<file path="config.mk">
export PLATFORM = sky130hd
export DESIGN_NAME = angle_output_sequencer
export DESIGN_NICKNAME = d
export VERILOG_FILES = /design/src/rtl/angle_output_sequencer.sv
export SDC_FILE = /design/constraint.sdc
export NUM_CORES = 1
export LEC_CHECK = 0
export BUFFER_PORTS_ARGS = -buffer_cell sky130_fd_sc_hd__buf_2
export CAP_MARGIN = 20
export CELL_PAD_IN_SITES_DETAIL_PLACEMENT = 0
export CELL_PAD_IN_SITES_GLOBAL_PLACEMENT = 1
export CORE_ASPECT_RATIO = 1.5
export CORE_MARGIN = 1
export CORE_UTILIZATION = 39
export DETAILED_ROUTE_END_ITERATION = 6
export PLACE_DENSITY = 0.76
export SETUP_SLACK_MARGIN = 0.05
export SLEW_MARGIN = 25
export SYNTH_ARGS = -nofsm -noshare
export SYNTH_HDL_FRONTEND = slang
export SYNTH_SLANG_ARGS = --single-unit
</file>
<file path="constraint.sdc">
create_clock -name clk -period 2.8 [get_ports clk]
set_clock_uncertainty 0.1 [all_clocks]
set_input_delay 0 -clock clk [delete_from_list [all_inputs] [get_ports clk]]
set_output_delay 0 -clock clk [all_outputs]
set_load 0.03 [all_outputs]
</file>
<file path="src/rtl/angle_output_sequencer.sv">
// Sequences one roll/pitch/yaw snapshot into the SPI output unit, one word per
// load strobe, waiting for each word's done with a per-word timeout.
module angle_output_sequencer #(
  parameter int TIMEOUT_CYCLES = 4096,
  parameter int GAP_CYCLES     = 4,
  parameter int CNT_W          = 13
) (
  input  logic        clk,
  input  logic        n_rst,
  input  logic        configured_in,
  input  logic        sample_valid_in,
  input  logic [15:0] roll_in,
  input  logic [15:0] pitch_in,
  input  logic [15:0] yaw_in,
  input  logic        done_in,
  output logic [15:0] roll_out,
  output logic [15:0] pitch_out,
  output logic [15:0] yaw_out,
  output logic        write_enable_out,
  output logic [1:0]  output_select_out,
  output logic        busy_out,
  output logic        frame_done_out,
  output logic        timeout_out,
  output logic        overrun_out
);

  typedef enum logic [2:0] {
    S_IDLE, S_ARMED, S_LOAD, S_WAIT_DONE, S_GAP, S_FRAME_END
  } state_t;

  localparam logic [CNT_W-1:0] TO_LAST  = CNT_W'(TIMEOUT_CYCLES - 1);
  localparam logic [CNT_W-1:0] GAP_LAST = CNT_W'(GAP_CYCLES - 1);
  localparam logic [CNT_W-1:0] CNT_ONE  = CNT_W'(1);
  localparam logic [1:0]       SEL_NONE = 2'b11;

  state_t           state;
  logic [1:0]       axis;
  logic [CNT_W-1:0] timer;

  always_ff @(posedge clk or negedge n_rst) begin
    if (!n_rst) begin
      state             <= S_IDLE;
      axis              <= 2'd0;
      timer             <= '0;
      roll_out          <= 16'h0000;
      pitch_out         <= 16'h0000;
      yaw_out           <= 16'h0000;
      write_enable_out  <= 1'b0;
      output_select_out <= SEL_NONE;
      busy_out          <= 1'b0;
      frame_done_out    <= 1'b0;
      timeout_out       <= 1'b0;
      overrun_out       <= 1'b0;
    end else begin
      write_enable_out <= 1'b0;
      frame_done_out   <= 1'b0;
      timeout_out      <= 1'b0;
      overrun_out      <= 1'b0;
      if (!configured_in) begin
        // Abort wins over everything; snapshots are deliberately kept.
        state             <= S_IDLE;
        axis              <= 2'd0;
        timer             <= '0;
        output_select_out <= SEL_NONE;
        busy_out          <= 1'b0;
      end else begin
        case (state)
          S_IDLE: state <= S_ARMED;
          S_ARMED: begin
            if (sample_valid_in) begin
              roll_out          <= roll_in;
              pitch_out         <= pitch_in;
              yaw_out           <= yaw_in;
              axis              <= 2'd0;
              timer             <= '0;
              write_enable_out  <= 1'b1;
              output_select_out <= 2'd0;
              busy_out          <= 1'b1;
              state             <= S_LOAD;
            end
          end
          S_LOAD: begin
            // Timer runs from the strobe cycle, so the abort lands
            // TIMEOUT_CYCLES clocks after the load strobe.
            overrun_out <= sample_valid_in;
            timer       <= timer + CNT_ONE;
            state       <= S_WAIT_DONE;
          end
          S_WAIT_DONE: begin
            overrun_out <= sample_valid_in;
            if (done_in) begin
              timer <= '0;
              if (axis == 2'd2) begin
                frame_done_out    <= 1'b1;
                output_select_out <= SEL_NONE;
                busy_out          <= 1'b0;
                state             <= S_FRAME_END;
              end else begin
                state <= S_GAP;
              end
            end else if (timer == TO_LAST) begin
              timeout_out       <= 1'b1;
              output_select_out <= SEL_NONE;
              busy_out          <= 1'b0;
              axis              <= 2'd0;
              timer             <= '0;
              state             <= S_ARMED;
            end else begin
              timer <= timer + CNT_ONE;
            end
          end
          S_GAP: begin
            overrun_out <= sample_valid_in;
            if (timer == GAP_LAST) begin
              timer             <= '0;
              axis              <= axis + 2'd1;
              write_enable_out  <= 1'b1;
              output_select_out <= axis + 2'd1;
              state             <= S_LOAD;
            end else begin
              timer <= timer + CNT_ONE;
            end
          end
          S_FRAME_END: begin
            overrun_out <= sample_valid_in;
            axis        <= 2'd0;
            state       <= S_ARMED;
          end
          default: begin
            state             <= S_IDLE;
            output_select_out <= SEL_NONE;
            busy_out          <= 1'b0;
          end
        endcase
      end
    end
  end

endmodule

</file>
==> flow_summary.html <==
<table>
<tr><th>Metric</th><th>Value</th></tr>
<tr><th colspan="2">Synth</th></tr>
<tr><td>Top_reg_cell synth</td><td>sky130_fd_sc_hd__dfrtp_1</td></tr>
<tr><td>Count of flip-flops with a built-in enable after synthesis</td><td>0</td></tr>
<tr><td>Net count of the mapped netlist</td><td>338</td></tr>
<tr><td>Average cell area after synthesis</td><td>between 10 and 15 µm²</td></tr>
<tr><td>Unique masters post-synth</td><td>54</td></tr>
<tr><td>Flip-flop and latch count after synthesis</td><td>73</td></tr>
<tr><td>Number of instances in the synthesized netlist</td><td>282</td></tr>
<tr><td>Proportion of register bits with asynchronous set or reset after synthesis</td><td>100%</td></tr>
<tr><td>Sequential fraction of the synthesis area</td><td>54.3%</td></tr>
<tr><td>Yosys Warn Count</td><td>0</td></tr>
<tr><td>Synth Cell Area</td><td>3370 µm²</td></tr>
<tr><td>Area share of the largest cell type after synthesis</td><td>52.7%</td></tr>
<tr><td>Cell type contributing the most total cell area after synthesis</td><td>sky130_fd_sc_hd__dfrtp_1</td></tr>
<tr><td>Cell types occupying the most area after synthesis</td><td>sky130_fd_sc_hd__dfrtp_1 (53%), sky130_fd_sc_hd__mux2_2 (13%), sky130_fd_sc_hd__mux2_1 (3.0%), sky130_fd_sc_hd__nand3_1 (2.1%), sky130_fd_sc_hd__a21oi_1 (1.8%)</td></tr>
<tr><th colspan="2">Power and ir drop</th></tr>
<tr><td>Switching power summed over all nets</td><td>0.00190 W</td></tr>
<tr><td>Combinational share of power</td><td>around two fifths</td></tr>
<tr><td>Reported leakage power</td><td>2.29 nW</td></tr>
<tr><td>IR Drop Worst-Case VDD</td><td>0.587 mV</td></tr>
<tr><td>Clock network power share</td><td>between 20% and 30%</td></tr>
<tr><td>Net switching share of the total power</td><td>between 30 and 40%</td></tr>
<tr><td>Ratio of total power to cell area</td><td>1010 nW/µm²</td></tr>
<tr><td>Total internal power</td><td>0.00302 W</td></tr>
<tr><td>Relative contribution of sequential cells to total power</td><td>33.8%</td></tr>
<tr><th colspan="2">Run status</th></tr>
<tr><td>Result of the run</td><td>complete, no violations</td></tr>
<tr><th colspan="2">Placed design</th></tr>
<tr><td>Number of buffer cells added on primary ports</td><td>107</td></tr>
<tr><td>Placed cell area</td><td>4010 µm²</td></tr>
<tr><td>Post-placement cell count</td><td>486</td></tr>
<tr><td>Half-perimeter wire length after placement</td><td>5470 µm</td></tr>
<tr><td>Placer Congestion</td><td>0.835</td></tr>
<tr><th colspan="2">Cells and area</th></tr>
<tr><td>Final cell count without fillers</td><td>between 500 and 600</td></tr>
<tr><td>Final nets</td><td>499</td></tr>
<tr><td>Post-Route Utilization</td><td>57.9%</td></tr>
<tr><td>Share of post-route cells with drive strength above 1</td><td>40.5%</td></tr>
<tr><td>Number of antenna cells inserted</td><td>0</td></tr>
<tr><td>Area growth syn-to-layout</td><td>44.6%</td></tr>
<tr><td>Final std cell area, no fill</td><td>4870 µm²</td></tr>
<tr><th colspan="2">Route</th></tr>
<tr><td>Violation count after the first detailed-routing iteration</td><td>between 200 and 250</td></tr>
<tr><td>Average wire per cell in the routed design</td><td>approximately 15 µm</td></tr>
<tr><td>Initial DRT Pass Iterations</td><td>6</td></tr>
<tr><td>Number of nets still failing antenna checks after routing</td><td>0</td></tr>
<tr><td>Final wirelength</td><td>8300 µm</td></tr>
<tr><td>Detailed-route DRC error count</td><td>0</td></tr>
<tr><td>Routed vias</td><td>2815</td></tr>
<tr><td>Via-to-Cell Ratio</td><td>5.08</td></tr>
<tr><th colspan="2">Worst setup path</th></tr>
<tr><td>Top fanout value on the critical path</td><td>6</td></tr>
<tr><td>Slowest library cell on the worst path</td><td>sky130_fd_sc_hd__dlygate4sd3_1</td></tr>
<tr><td>Worst path cell trace</td><td>ha_1, and4_1, nand4_1, nor4_1, dlygate4sd3_1</td></tr>
<tr><td>Critical path arrival</td><td>between 2 and 2.5 ns</td></tr>
<tr><td>CP peak stage delay</td><td>roughly 0.59 ns</td></tr>
<tr><td>Critical path endpoint category</td><td>flop</td></tr>
<tr><td>CP required</td><td>2.96 ns</td></tr>
<tr><td>Category of the worst setup path launch point</td><td>flop</td></tr>
<tr><td>Critical path start-end classification</td><td>flop to flop</td></tr>
<tr><th colspan="2">Min path</th></tr>
<tr><td>Type of the tightest min-delay check</td><td>input port to async pin</td></tr>
<tr><th colspan="2">Die</th></tr>
<tr><td>Top Ports</td><td>roughly 110</td></tr>
<tr><td>Horiz. Die Dim</td><td>77.9 µm</td></tr>
<tr><td>Std-Cell Rows</td><td>41</td></tr>
<tr><td>Initial cell density of the core</td><td>roughly 40%</td></tr>
<tr><td>Area of the core</td><td>8410 µm²</td></tr>
<tr><td>Y dimension of the die</td><td>116 µm</td></tr>
<tr><td>Die Outline Area</td><td>~9000 µm²</td></tr>
<tr><th colspan="2">GRT</th></tr>
<tr><td>Overflow after GRT</td><td>0</td></tr>
<tr><td>Wire length of the first global-routing pass</td><td>13400 µm</td></tr>
<tr><td>Number of antenna violations at the first check in global routing</td><td>0</td></tr>
<tr><td>Pin count of the biggest net entering global routing</td><td>50</td></tr>
<tr><td>Global-route usage over all layers</td><td>between 10% and 20%</td></tr>
<tr><td>Via count of the first global-routing pass</td><td>2829</td></tr>
<tr><th colspan="2">Clock network</th></tr>
<tr><td>Number of H-tree levels</td><td>3</td></tr>
<tr><td>Root Buffer Master</td><td>sky130_fd_sc_hd__clkbuf_16</td></tr>
<tr><td>CTS Buf Count</td><td>9</td></tr>
<tr><td>Number of sinks on the clock net</td><td>73</td></tr>
<tr><td>Skew-Pair Late Insertion Delay</td><td>0.32 ns</td></tr>
<tr><td>Maximum buffer depth of the clock tree</td><td>2</td></tr>
<tr><td>Clock input transition at the sequential cells of the worst setup and hold paths</td><td>0.06 ns</td></tr>
<tr><td>Clock tree from TritonCTS</td><td>built</td></tr>
<tr><td>Post-CTS setup-driven buffer insertion count</td><td>0</td></tr>
<tr><th colspan="2">Timing</th></tr>
<tr><td>Maximum clock frequency</td><td>462 MHz</td></tr>
<tr><td>Hold Fails Final Rpt</td><td>0</td></tr>
<tr><td>Setup_tns</td><td>0 ns</td></tr>
<tr><td>Unrepaired setup endpoints after global routing</td><td>no</td></tr>
<tr><td>Final period util</td><td>77.3%</td></tr>
<tr><td>Clock period minus final worst setup slack</td><td>2.16 ns</td></tr>
<tr><td># setup viols final</td><td>0</td></tr>
<tr><td>Worst-margin pin slew</td><td>0.755 ns</td></tr>
<tr><td>Slew Viols, Final</td><td>0</td></tr>
<tr><td>Tightest slew margin relative to the limit</td><td>49.7%</td></tr>
<tr><th colspan="2">Job</th></tr>
<tr><td>Number of maximum-capacitance violations</td><td>0</td></tr>
</table>
final timing paths:
kind | endpoint | slack (ns) | cells past startpoint | startpoint
max | timeout_out | 0.64 | 5 | timer[0]
min | overrun_out | 0.18 | 2 | n_rst
max reg2reg | timeout_out | 0.64 | 5 | timer[0]
min reg2reg | output_select_out[1] | 0.36 | 2 | output_select_out[1]
max in group asynchronous | output_select_out[0] | 1.68 | 3 | n_rst
min in group clk | pitch_out[15] | 0.34 | 3 | pitch_in[15]
cell usage in the layout, fill, tap and decap left out, drive strengths merged, types with 4 or more instances in the layout:
| master | synthesis | layout |
|---|---|---|
| mux2 | 48 | 48 |
| buf | 13 | 111 |
| dlygate4sd3 | 0 | 53 |
| dfrtp | 71 | 71 |
| nand2 | 15 | 15 |
| a21oi | 13 | 13 |
| nor2 | 11 | 11 |
| o21ai | 17 | 17 |
| inv | 14 | 15 |
| nand3 | 15 | 15 |
| a31oi | 4 | 4 |
| nor4 | 4 | 4 |
| nand4 | 9 | 9 |
| and3 | 5 | 5 |
| and4 | 4 | 4 |
| clkbuf | 1 | 10 |
Yosys cell counts, types with 2 or more instances:
cell type and count:
sky130_fd_sc_hd__dfrtp_1 71, sky130_fd_sc_hd__mux2_2 39, sky130_fd_sc_hd__nand2_1 14, sky130_fd_sc_hd__nand3_1 14
sky130_fd_sc_hd__inv_1 13, sky130_fd_sc_hd__a21oi_1 12, sky130_fd_sc_hd__nor2_1 11, sky130_fd_sc_hd__buf_2 9
sky130_fd_sc_hd__mux2_1 9, sky130_fd_sc_hd__nand4_1 9, sky130_fd_sc_hd__o21ai_1 8, sky130_fd_sc_hd__o21ai_0 7
sky130_fd_sc_hd__a31oi_1 4, sky130_fd_sc_hd__and3_1 4, sky130_fd_sc_hd__and4_1 3, sky130_fd_sc_hd__ha_1 3
sky130_fd_sc_hd__nand2b_1 3, sky130_fd_sc_hd__o22ai_1 3, sky130_fd_sc_hd__and2b_1 2, sky130_fd_sc_hd__buf_4 2
sky130_fd_sc_hd__buf_6 2, sky130_fd_sc_hd__dfstp_2 2, sky130_fd_sc_hd__mux2i_1 2, sky130_fd_sc_hd__nor3_1 2
sky130_fd_sc_hd__nor4_1 2, sky130_fd_sc_hd__nor4_2 2, sky130_fd_sc_hd__o21a_1 2, sky130_fd_sc_hd__xnor2_1 2
critical path, delay by kind of cell (launching register included):
kind                     cells  cell delay, ns
adder cells (fa/ha/maj)      1            0.25
buffers and inverters        1            0.59
flip-flops                   1            0.40
AND/OR/NAND/NOR              3            0.77
repair_timing:
action,in CTS,in global routing
hold buffers,53,0
endpoints found under the setup margin,0,0
endpoints found under the hold margin,86,0
resized for setup,0,0
layer usage:
| metal | routed length [µm] | vias to the layer above | GRT usage (%) |
|---|---|---|---|
| li1 | - | 1338 | - |
| met2 | 4520 | 99 | 35.6 |
| met4 | 214 | 0 | 8.55 |
| met5 | 0 | - | 0 |
| met3 | 388 | 14 | 5.04 |
| met1 | 3180 | 1364 | 20.7 |
layout make-up:
cell class / count / area [µm²]
Clock buffer: 10 / 229
Inverter: 14 / 52.6
Tap cell: 107 / 134
Multi-Input combinational cell: 181 / 1400
Timing Repair Buffer: 164 / 1120
Clock inverter: 5 / 104
Fill cell: 687 / 3540
Sequential cell: 73 / 1830
state kept, by name, summed over array words and instances (netlist names):
register,flops
pitch_out,16
roll_out,16
yaw_out,16
timer,13
state,3
axis,2
output_select_out,2
busy_out,1
frame_done_out,1
overrun_out,1
timeout_out,1
write_enable_out,1
cell families (layout without fill, tap and decap cells):
group / Yosys count / count (layout) / share of synthesized area (%)
xor gates and xnor gates: 2 / 2 / 0.520
and+or+nand+nor: 78 / 78 / 13.9
muxes: 50 / 50 / 16.6
DFF: 73 / 73 / 54.3
adders and majority gates: 3 / 3 / 1.11
AOI/OAI and AO/OA: 48 / 48 / 9.40
buffers and inverters: 28 / 193 / 4.12
stage by stage:
step | hold WS [ns] | setup WS [ns] | total power (W)
floorplan | -0.396 | 0.841 | 0.00301
global placement | 0.00287 | 0.731 | 0.00355
detailed placement | 0.00424 | 0.706 | 0.00359
CTS | 0.192 | 0.626 | 0.00495
global route | 0.233 | 0.530 | 0.00519
finish | 0.183 | 0.636 | 0.00492
power groups by stage:
stage | sequential, W | combinational [W] | clock, W
after detailed placement | 0.00167 | 0.00192 | 0
after global placement | 0.00165 | 0.00190 | 0
after global routing | 0.00172 | 0.00210 | 0.00137
after CTS | 0.00165 | 0.00198 | 0.00131
final | 0.00166 | 0.00198 | 0.00128
after floorplan | 0.00238 | 0.000631 | 0
Power figures use the tool's default switching activity.
